==> config.mk <==
export PLATFORM = sky130hd
export DESIGN_NAME = fb_arbiter
export DESIGN_NICKNAME = d
export VERILOG_FILES = /design/src/rtl/fb_arbiter.sv
export SDC_FILE = /design/constraint.sdc
export NUM_CORES = 1
export LEC_CHECK = 0
export CAP_MARGIN = 20
export CORE_MARGIN = 10
export CORE_UTILIZATION = 28
export CTS_BUF_LIST = sky130_fd_sc_hd__clkbuf_4 sky130_fd_sc_hd__clkbuf_8
export DETAILED_ROUTE_END_ITERATION = 8
export PLACE_DENSITY = 0.82
export SLEW_MARGIN = 20
export SYNTH_ARGS = -nofsm -noshare
export SYNTH_HDL_FRONTEND = slang
export SYNTH_SLANG_ARGS = --single-unit
==> constraint.sdc <==
create_clock -name clk -period 2.3 [get_ports clk]
set_input_delay 0.46 -clock clk [delete_from_list [all_inputs] [get_ports clk]]
set_output_delay 0.46 -clock clk [all_outputs]
set_load 0.02 [all_outputs]
==> src/rtl/fb_arbiter.sv <==
// Framebuffer arbiter: scan engine reads always win; host gets leftover cycles.
// Optional posted-write FIFO for the host enabled by defining FB_WBUF_EN.
module fb_arbiter #(
  parameter int AW           = 10,
  parameter int DW           = 16,
  parameter int STARVE_LIMIT = 64,
  parameter int WBUF_DEPTH   = 4
) (
  input  logic          clk,
  input  logic          rst,
  input  logic          scan_req,
  input  logic [AW-1:0] scan_addr,
  output logic          scan_valid,
  output logic [DW-1:0] scan_data,
  input  logic          host_valid,
  input  logic          host_we,
  input  logic [AW-1:0] host_addr,
  input  logic [DW-1:0] host_wdata,
  output logic          host_ready,
  output logic          host_rvalid,
  output logic [DW-1:0] host_rdata,
  output logic          host_starved,
  output logic          mem_wen,
  output logic [AW-1:0] mem_addr,
  output logic [DW-1:0] mem_wdata,
  input  logic [DW-1:0] mem_rdata
);

  if (STARVE_LIMIT < 1 || STARVE_LIMIT > 255 || WBUF_DEPTH < 2 ||
      (WBUF_DEPTH & (WBUF_DEPTH - 1)) != 0) begin : g_bad_cfg
    $error("fb_arbiter: illegal parameter value");
  end

  logic       scan_valid_q, scan_valid_d;
  logic       host_rvalid_q, host_rvalid_d;
  logic       host_starved_q, host_starved_d;
  logic [7:0] starve_cnt_q, starve_cnt_d;
  logic       host_acc, rd_acc;

`ifdef FB_WBUF_EN
  localparam int PW = $clog2(WBUF_DEPTH);

  logic [PW:0]                        wptr_q, wptr_d, rptr_q, rptr_d;
  logic [WBUF_DEPTH-1:0][AW+DW-1:0]   fifo_q, fifo_d;
  logic                               empty, full, deq, enq;

  always_comb begin
    empty = (wptr_q == rptr_q);
    full  = (wptr_q[PW] != rptr_q[PW]) && (wptr_q[PW-1:0] == rptr_q[PW-1:0]);
    deq   = ~rst & ~scan_req & ~empty;
    // Reads wait for the FIFO to empty so they never overtake posted writes.
    if (rst)          host_ready = 1'b0;
    else if (host_we) host_ready = ~full | deq;
    else              host_ready = ~scan_req & empty;
    host_acc = host_valid & host_ready;
    enq      = host_acc & host_we;
    rd_acc   = host_acc & ~host_we;

    fifo_d = fifo_q;
    wptr_d = wptr_q;
    rptr_d = rptr_q;
    if (enq) begin
      fifo_d[wptr_q[PW-1:0]] = {host_addr, host_wdata};
      wptr_d = wptr_q + (PW+1)'(1);
    end
    if (deq) rptr_d = rptr_q + (PW+1)'(1);

    mem_wen   = 1'b0;
    mem_addr  = '0;
    mem_wdata = '0;
    if (scan_req) begin
      mem_addr = scan_addr;
    end else if (deq) begin
      mem_wen                = 1'b1;
      {mem_addr, mem_wdata}  = fifo_q[rptr_q[PW-1:0]];
    end else if (rd_acc) begin
      mem_addr = host_addr;
    end
  end

  always_ff @(posedge clk or posedge rst) begin
    if (rst) begin
      wptr_q <= '0;
      rptr_q <= '0;
      fifo_q <= '0;
    end else begin
      wptr_q <= wptr_d;
      rptr_q <= rptr_d;
      fifo_q <= fifo_d;
    end
  end
`else
  always_comb begin
    host_ready = ~scan_req & ~rst;
    host_acc   = host_valid & host_ready;
    rd_acc     = host_acc & ~host_we;
    mem_wen    = 1'b0;
    mem_addr   = '0;
    mem_wdata  = '0;
    if (scan_req) begin
      mem_addr = scan_addr;
    end else if (host_acc) begin
      mem_wen   = host_we;
      mem_addr  = host_addr;
      mem_wdata = host_we ? host_wdata : '0;
    end
  end
`endif

  always_comb begin
    scan_valid_d  = scan_req;
    host_rvalid_d = rd_acc;
    if (host_valid & ~host_ready)
      starve_cnt_d = (starve_cnt_q == 8'hFF) ? starve_cnt_q : starve_cnt_q + 8'd1;
    else
      starve_cnt_d = 8'd0;
    // Flag rises together with the counter reaching the limit.
    host_starved_d = host_starved_q | (starve_cnt_d == 8'(STARVE_LIMIT));
  end

  always_ff @(posedge clk or posedge rst) begin
    if (rst) begin
      scan_valid_q   <= 1'b0;
      host_rvalid_q  <= 1'b0;
      host_starved_q <= 1'b0;
      starve_cnt_q   <= 8'd0;
    end else begin
      scan_valid_q   <= scan_valid_d;
      host_rvalid_q  <= host_rvalid_d;
      host_starved_q <= host_starved_d;
      starve_cnt_q   <= starve_cnt_d;
    end
  end

  assign scan_valid   = scan_valid_q;
  assign host_rvalid  = host_rvalid_q;
  assign host_starved = host_starved_q;
  assign scan_data    = mem_rdata;
  assign host_rdata   = mem_rdata;

endmodule

## Word level (Yosys, flattened, before mapping)

Index checks and enable logic that the tools add are counted.

- Bits in registers: 11
- Input port bits: 57
- Output and inout port bits: 63
- Logic and storage cells: 25

- Add/subtract/negate cells: 1
- Equal/unequal tests: 2
- Mux-type cells: 9
- Bitwise operators: 9

Operators by type and width:

| cell | number |
|---|---|
| $mux 16 | 3 |
| $mux 10 | 2 |
| $mux 8 | 2 |
| $add 8x1->8 const B | 1 |
| $eq 8x7->1 const B | 1 |
| $eq 8x8->1 const B | 1 |
| $and 1x1->1 | 4 |
| $not 1->1 | 4 |
| $mux 1 | 2 |
| $or 1x1->1 | 1 |

## Logic depth before layout (Yosys ltp)

Gate-level depths: netlist (run 1).

- Word-level depth: 7
- Gate-level depth with buffers: 5
- Depth with buffers taken out: 5

## Worst setup path after synthesis (run 1)

OpenSTA, ideal clock, no wires.

- Path kind: in2out
- Start: input scan_req
- End: output mem_wdata[10]
- Arrival time: 1.820 ns
- Required time: 1.840 ns
- Path slack: 0.020 ns
- Stages: 5
- Path buffers: 2
- Cells stage by stage: nor2_1 -> and3_1 -> clkbuf_1 -> clkbuf_1 -> and2_1

- Cells in the longest elaborated chain, start to end: 5

Ends and longest elaborated chain:

| what | line | text |
|---|---|---|
| start, declared | 11 | `input logic scan_req,` |
| $not 1->1 | 94 | `host_ready = ~scan_req & ~rst;` |
| $and 1x1->1 | 94 |  |
| $and 1x1->1 | 95 | `host_acc = host_valid & host_ready;` |
| $mux 16 | 102 | `end else if (host_acc) begin` |
| $mux 16 (*) | 100 | `if (scan_req) begin` |
| end, declared | 25 | `output logic [DW-1:0] mem_wdata,` |

Mark *: on every way between the ends. The rest lies on a longest branch, timed or not.

## Worst setup path after layout (run 1)

- Start: input scan_req
- End: output mem_addr[7]

- Cells in the longest elaborated chain, start to end: 5

Ends and longest elaborated chain:

| what | line | text |
|---|---|---|
| $not 1->1 | 94 |  |
| $and 1x1->1 | 94 |  |
| $and 1x1->1 | 95 |  |
| $mux 10 | 102 |  |
| $mux 10 (*) | 100 |  |
| end, declared | 24 | `output logic [AW-1:0] mem_addr,` |

Marked as above.

==> results of run 1 <==
worst register-to-register path, delay by kind of cell, from the launching register on:
family | cells | cell delay [ps]
xor+xnor | 1 | 180
simple gates | 1 | 310
compound gates | 2 | 480
fa+ha+maj | 1 | 300
flops | 1 | 420
cell type report:
type / instances / area (sq um)
Fill cell: 368 / 1969
Timing Repair Buffer: 78 / 775.7
Multi-Input combinational cell: 74 / 520.5
Sequential cell: 11 / 275.3
Tap cell: 48 / 60.06
Clock buffer: 4 / 48.80
Inverter: 3 / 11.26
routing by layer:
metal | part of all wire, % | vias to the layer above | wire length (um)
li1 | - | 484 | -
met1 | 35 | 438 | 1149
met2 | 47 | 66 | 1546
met3 | 17 | 7 | 540
met4 | 0.89 | 0 | 29
met5 | 0 | - | 0
where the power goes:
| group | internal [mW] | switching (mW) |
|---|---|---|
| registers | 0.198 | 0.00429 |
| clock network | 0.134 | 0.0745 |
| logic | 0.110 | 0.0696 |
sequential cells by signal, indices dropped and copies added (netlist names):
| register | cells |
|---|---|
| host_rvalid | 1 |
| host_starved | 1 |
| scan_valid | 1 |
| starve_cnt_q | 8 |
cell families (layout without fill, tap and decap cells):
group,count (synthesis),count (layout),share of synthesized area [%]
DFF,11,11,26.00
muxes,2,2,2.009
buffers and inverters,40,85,25.53
and+or+nand+nor,50,50,27.31
xor gates and xnor gates,4,4,3.310
AOI/OAI and AO/OA,17,17,14.66
adders and majority gates,1,1,1.182
worst min-delay path by stage:
| stage | endpoint | cells after the start | from |
|---|---|---|---|
| finish | host_starved | 2 | host_starved |
| global route | host_starved | 2 | host_starved |
| CTS | host_starved | 2 | host_starved |
| detailed placement | host_starved | 2 | host_starved |
| global placement | host_starved | 2 | host_starved |
| floorplan | host_rvalid | 1 | rst |
synth_stat cells:
cell type and number:
nor2b_1 3, o41ai_2 1, inv_1 3, mux2_2 1
o221ai_1 1, a311oi_1 1, a22o_1 10, nand4b_1 1
xor2_1 2, mux2i_1 1, a211oi_1 1, nor2_1 9
ha_1 1, and2_1 18, nand2_1 6, o311ai_2 1
a21oi_1 1, o21ai_1 1, nand3_1 2, nor4b_1 3
nand3_4 1, xnor2_1 2, dfrtp_1 11, nor3b_1 1
clkbuf_1 5, and3_1 1, nor3_1 5, buf_4 32
stage by stage:
step / utilization (%) / power (mW) / hold WS [ps] / instances
after floorplan: - / 0.3488 / 312.4 / 125
after global routing: 46.21 / 0.6196 / 501.0 / 218
after global placement: 45.01 / 0.3924 / 450.6 / 214
after detailed placement: 45.01 / 0.3943 / 455.1 / 214
after CTS: 47.27 / 0.5997 / 467.8 / 218
final: 46.21 / 0.5907 / 458.7 / 218
repair_timing:
| item | 4_1_cts | 5_1_grt |
|---|---|---|
| setup buffers | 0 | 0 |
| setup endpoints to repair | 27 | 27 |
| hold buffers | 0 | 0 |
| resized for setup | 78 | 8 |
| pin swaps | 0 | 1 |
==> run summary, run 1 <==
Status = finished, final reports clean
CP max stage cell = clkdlybuf4s50_1
# DRC = 0
Initial cell density of the core = 28.91%
P_leak = 0.6793 nW
Synth area leader = dfrtp_1
Initial antenna violation count = 0
WL per Instance = 14.99 um
Reg clk slew, reported paths = 50 ps
DR iter-0 viols = 51
Largest net degree at the start of global routing = 18
Required time of the critical path = 1840 ps
Syn avg cell area = 8.468 sq um
Leading post-synthesis cells by cell area = dfrtp_1 (26%), buf_4 (23%), and2_1 (11%)
Crit end category = output port
Most used routing layer = met2
Max-slew violations = 0
GP Congestion = 0.8432
Routing usage on met1 = 9.206%
H-Tree Depth = 1
Slew headroom = 64.52%
Setup violators final = 0
R2R setup slack = 520 ps
CTS Sinks = 11
Largest stage delay, worst path = 510 ps
Root Driver = clkbuf_8
Row count = 22
Die area = 6640 sq um
WP depth = 6
Final hold vios = 0
Unique masters post-synth = 28
Area Overhead vs Synth = 59.81%
CP cell instances = clkdlybuf4s50_1, nor2_2, and2_1, buf_12, a22o_1, clkdlybuf4s15_2
All-Layer GR Usage = 9.674%
Post-DP HPWL = 2748 um
Synth Cell Area = 1059 sq um
Worst setup path endpoint = mem_addr[7]
RSZ-0062 raised after global routing = true
Overflow after GRT = 0
Die height = 81.49 um
Vias/cell = 4.564
Share of layout cells above drive strength 1 = 25.29%
Peak VDD IR = 0.0001555 V
Vias in the first global route = 1132
Reg2reg start = starve_cnt_q[0]
Post-route ant nets = 0
Core area = 3661 sq um
CTS tree = yes
Top Ports = 120
Delay-heaviest family, CP = buffers and inverters
Post-Syn Instances = 125
Cells on worst reg2reg path = 5
Routed via count = 995
Number of CTS-inserted buffers = 3
Sequential-to-total area share from yosys stat = 26.00%
Post-Place Worst Slack = -346.7 ps
F_max = 0.4416 GHz
First-pass GRT wire length = 5126 um
Met3 Track Usage GR = 7.860%
R2R Path End = host_starved
Clock Latency Late Sink = 240 ps
Final min period = 2264 ps
Least-Margin Pin Slew = 528.2 ps
Met2 usage in global routing = 15.17%
Buf+Inv Stages, Crit Path = 3
Power Density = 349.2 nW/um^2
Startpoint class of the critical path = input pin
Final clock skew = 5.416 ps
N_diodes = 0
CP Max Fanout = 10
Commonest non-fill, non-tap cell in the layout = clkdlybuf4s50_1
Crit path kind = input pin to output port
Net count after synthesis = 183
Commonest non-fill, non-tap cells in the layout = clkdlybuf4s50_1 (44), clkdlybuf4s15_2 (19), and2_1 (18)
PortBufs = 71
Yosys top cell area share = 26.00%
Final setup margin = 35.51 ps
Yosys reg bits = 11
Period utilization = 98.46%
Die Wd = 81.49 um
Placement Cell Area = 1648 sq um
Finished Cell Area = 1692 sq um
Min-Delay Path Class = flop to flop
Drt first pass iters = 4
Final wirelength = 3267 um
Worst Path Arrival = 1800 ps
Warnings, synthesis = 0
Crit path from = scan_req
Setup TNS = 0 ps
Max-Cap Viols = 0
Worst-case clock buffer depth = 2
Net total in the final layout = 229
(Power assumes the default switching activity.)
==> inputs of run 2 (changes only) <==
--- a/config.mk
+++ b/config.mk
@@ -10,7 +10,7 @@
 export CORE_UTILIZATION = 28
 export CTS_BUF_LIST = sky130_fd_sc_hd__clkbuf_4 sky130_fd_sc_hd__clkbuf_8
 export DETAILED_ROUTE_END_ITERATION = 8
-export PLACE_DENSITY = 0.82
+export PLACE_DENSITY = 0.86
 export SLEW_MARGIN = 20
 export SYNTH_ARGS = -nofsm -noshare
 export SYNTH_HDL_FRONTEND = slang
==> run summary, run 2 (same netlist as run 1, synthesis figures left out) <==
H-Tree Depth = 1 (unchanged)
Setup violators final = 0 (unchanged)
Share of layout cells above drive strength 1 = 24.85% (-0.44 points)
Initial antenna violation count = 0 (unchanged)
Root Driver = clkbuf_8
Worst Path Arrival = 1770 ps (-30 ps)
Drt first pass iters = 4 (unchanged)
Row count = 22 (unchanged)
Die area = 6640 sq um (unchanged)
Hold path cells = 2 (unchanged)
N_diodes = 0 (unchanged)
Min-Delay Path Class = flop to flop
Post-CTS Setup Bufs = 0 (unchanged)
Startpoint class of the critical path = input pin
CP Max Fanout = 17 (+7)
Final min period = 2233 ps (-31.57 ps)
Slew headroom = 69.72% (+5.2 points)
Overflow after GRT = 0 (unchanged)
Finished Cell Area = 1622 sq um (-4.1%)
Vias/cell = 4.696 (+2.9%)
F_max = 0.4478 GHz (+1.4%)
P_leak = 0.6715 nW (-1.2%)
Period utilization = 97.08% (-1.4 points)
Required time of the critical path = 1840 ps (about the same)
Crit path kind = input pin to output port
Top Ports = 120 (unchanged)
PortBufs = 71 (unchanged)
Commonest non-fill, non-tap cells in the layout = clkdlybuf4s50_1 (44), and2_1 (18), dfrtp_1 (11), clkdlybuf4s15_2 (11)
Post-route insts no fill = 217 (-0.46%)
Final hold vios = 0 (unchanged)
Post-Place Worst Slack = -326.9 ps (+19.85 ps)
Fin util = 44.29% (-1.9 points)
Overall power = 0.5856 mW (-0.86%)
Number of CTS-inserted buffers = 3 (unchanged)
Power Density = 361.1 nW/um^2 (+3.4%)
# DRC = 0 (unchanged)
Largest net degree at the start of global routing = 18 (unchanged)
R2R setup slack = 400 ps (-120 ps)
Cells on worst reg2reg path = 5 (unchanged)
R2R Path End = host_starved
Post-DP HPWL = 2943 um (+7.1%)
WL per Instance = 15.58 um (+4.0%)
Beginning of the worst hold path = host_starved
CP max stage cell = clkdlybuf4s50_1
Clock Latency Late Sink = 250 ps (about the same)
Net total in the final layout = 228 (-0.44%)
Die Wd = 81.49 um (unchanged)
Crit end category = output port
Max-slew violations = 0 (unchanged)
Post-route ant nets = 0 (unchanged)
Reg with most FFs = starve_cnt_q
All-Layer GR Usage = 9.571% (-0.10 points)
Reg clk slew, reported paths = 50 ps (about the same)
Max-Cap Viols = 0 (unchanged)
CP cell instances = clkdlybuf4s50_1, nor2_2, and3_4, buf_12, and2_1, clkdlybuf4s15_2
Routed via count = 1019 (+2.4%)
Worst-case clock buffer depth = 2 (unchanged)
GP Congestion = 0.7595 (-9.9%)
Final clock skew = 7.771 ps (+2.355 ps)
Placement Cell Area = 1628 sq um (-1.2%)
DR iter-0 viols = 32 (-37%)
Largest stage delay, worst path = 430 ps (-80 ps)
Max reg flops = 8 (unchanged)
Min-Delay Endpoint = host_starved
CTS tree = yes
Initial cell density of the core = 28.91% (unchanged)
Reg2reg start = starve_cnt_q[0]
CTS resizes = 61 (-22%)
CTS Sinks = 11 (unchanged)
Die height = 81.49 um (unchanged)
Least-Margin Pin Slew = 450.7 ps (-77.46 ps)
Core area = 3661 sq um (unchanged)
Vias in the first global route = 1084 (-4.2%)
Area Overhead vs Synth = 53.19%
Final wirelength = 3381 um (+3.5%)
Cell total after placement = 213 (-0.47%)
Commonest non-fill, non-tap cell in the layout = clkdlybuf4s50_1
Final setup margin = 67.07 ps (+31.57 ps)
First-pass GRT wire length = 4981 um (-2.8%)
Status = finished, final reports clean
# hold bufs at CTS = 0 (unchanged)
Peak VDD IR = 0.0001385 V (-11%)
-- run 2: area by class of cell --
cell class | count | area, sq um
Inverter | 3 | 11.26
Multi-Input combinational cell | 74 | 520.5
Tap cell | 48 | 60.06
Fill cell | 357 | 2039
Sequential cell | 11 | 275.3
Timing Repair Buffer | 77 | 705.7
Clock buffer | 4 | 48.80
-- run 2: how the worst max path moves through the flow --
| stage | start | end | slack, ps | cells after the start |
|---|---|---|---|---|
| after floorplan | scan_req | mem_wdata[10] | 20 | 5 |
| after global placement | scan_req | mem_wdata[0] | -310 | 6 |
| after detailed placement | scan_req | mem_wdata[4] | -330 | 6 |
| after CTS | scan_req | mem_addr[4] | 4 | 6 |
| after global routing | scan_req | mem_wdata[8] | -20 | 6 |
| final | scan_req | mem_wdata[0] | 70 | 6 |
-- run 2: metal layers --
metal | vias up | part of all wire (%) | GRT usage [%]
li1 | 485 | - | -
met1 | 459 | 33 | 8.534
met2 | 62 | 48 | 15.01
met3 | 13 | 16 | 7.642
met4 | 0 | 2.6 | 5.709
met5 | - | 0 | 0
-- run 2: through the flow --
stage / setup TNS, ps / hold slack, ps
6_report: 0 / 476.5
3_3_place_gp: -7401 / 448.0
2_1_floorplan: 0 / 312.4
3_5_place_dp: -7697 / 470.3
4_1_cts: 0 / 485.5
5_1_grt: -111.1 / 504.1
-- run 2: power by group --
group	total [mW]	switching (mW)	internal, mW
Combinational	0.170	0.0690	0.101
Sequential	0.203	0.00456	0.198
Clock	0.212	0.0785	0.134
Total	0.586	0.152	0.434
-- run 2: critical path, delay by kind of cell --
| family | cells | cell delay [ps] |
|---|---|---|
| buffers and inverters | 3 | 810 |
| and+or+nand+nor | 3 | 510 |
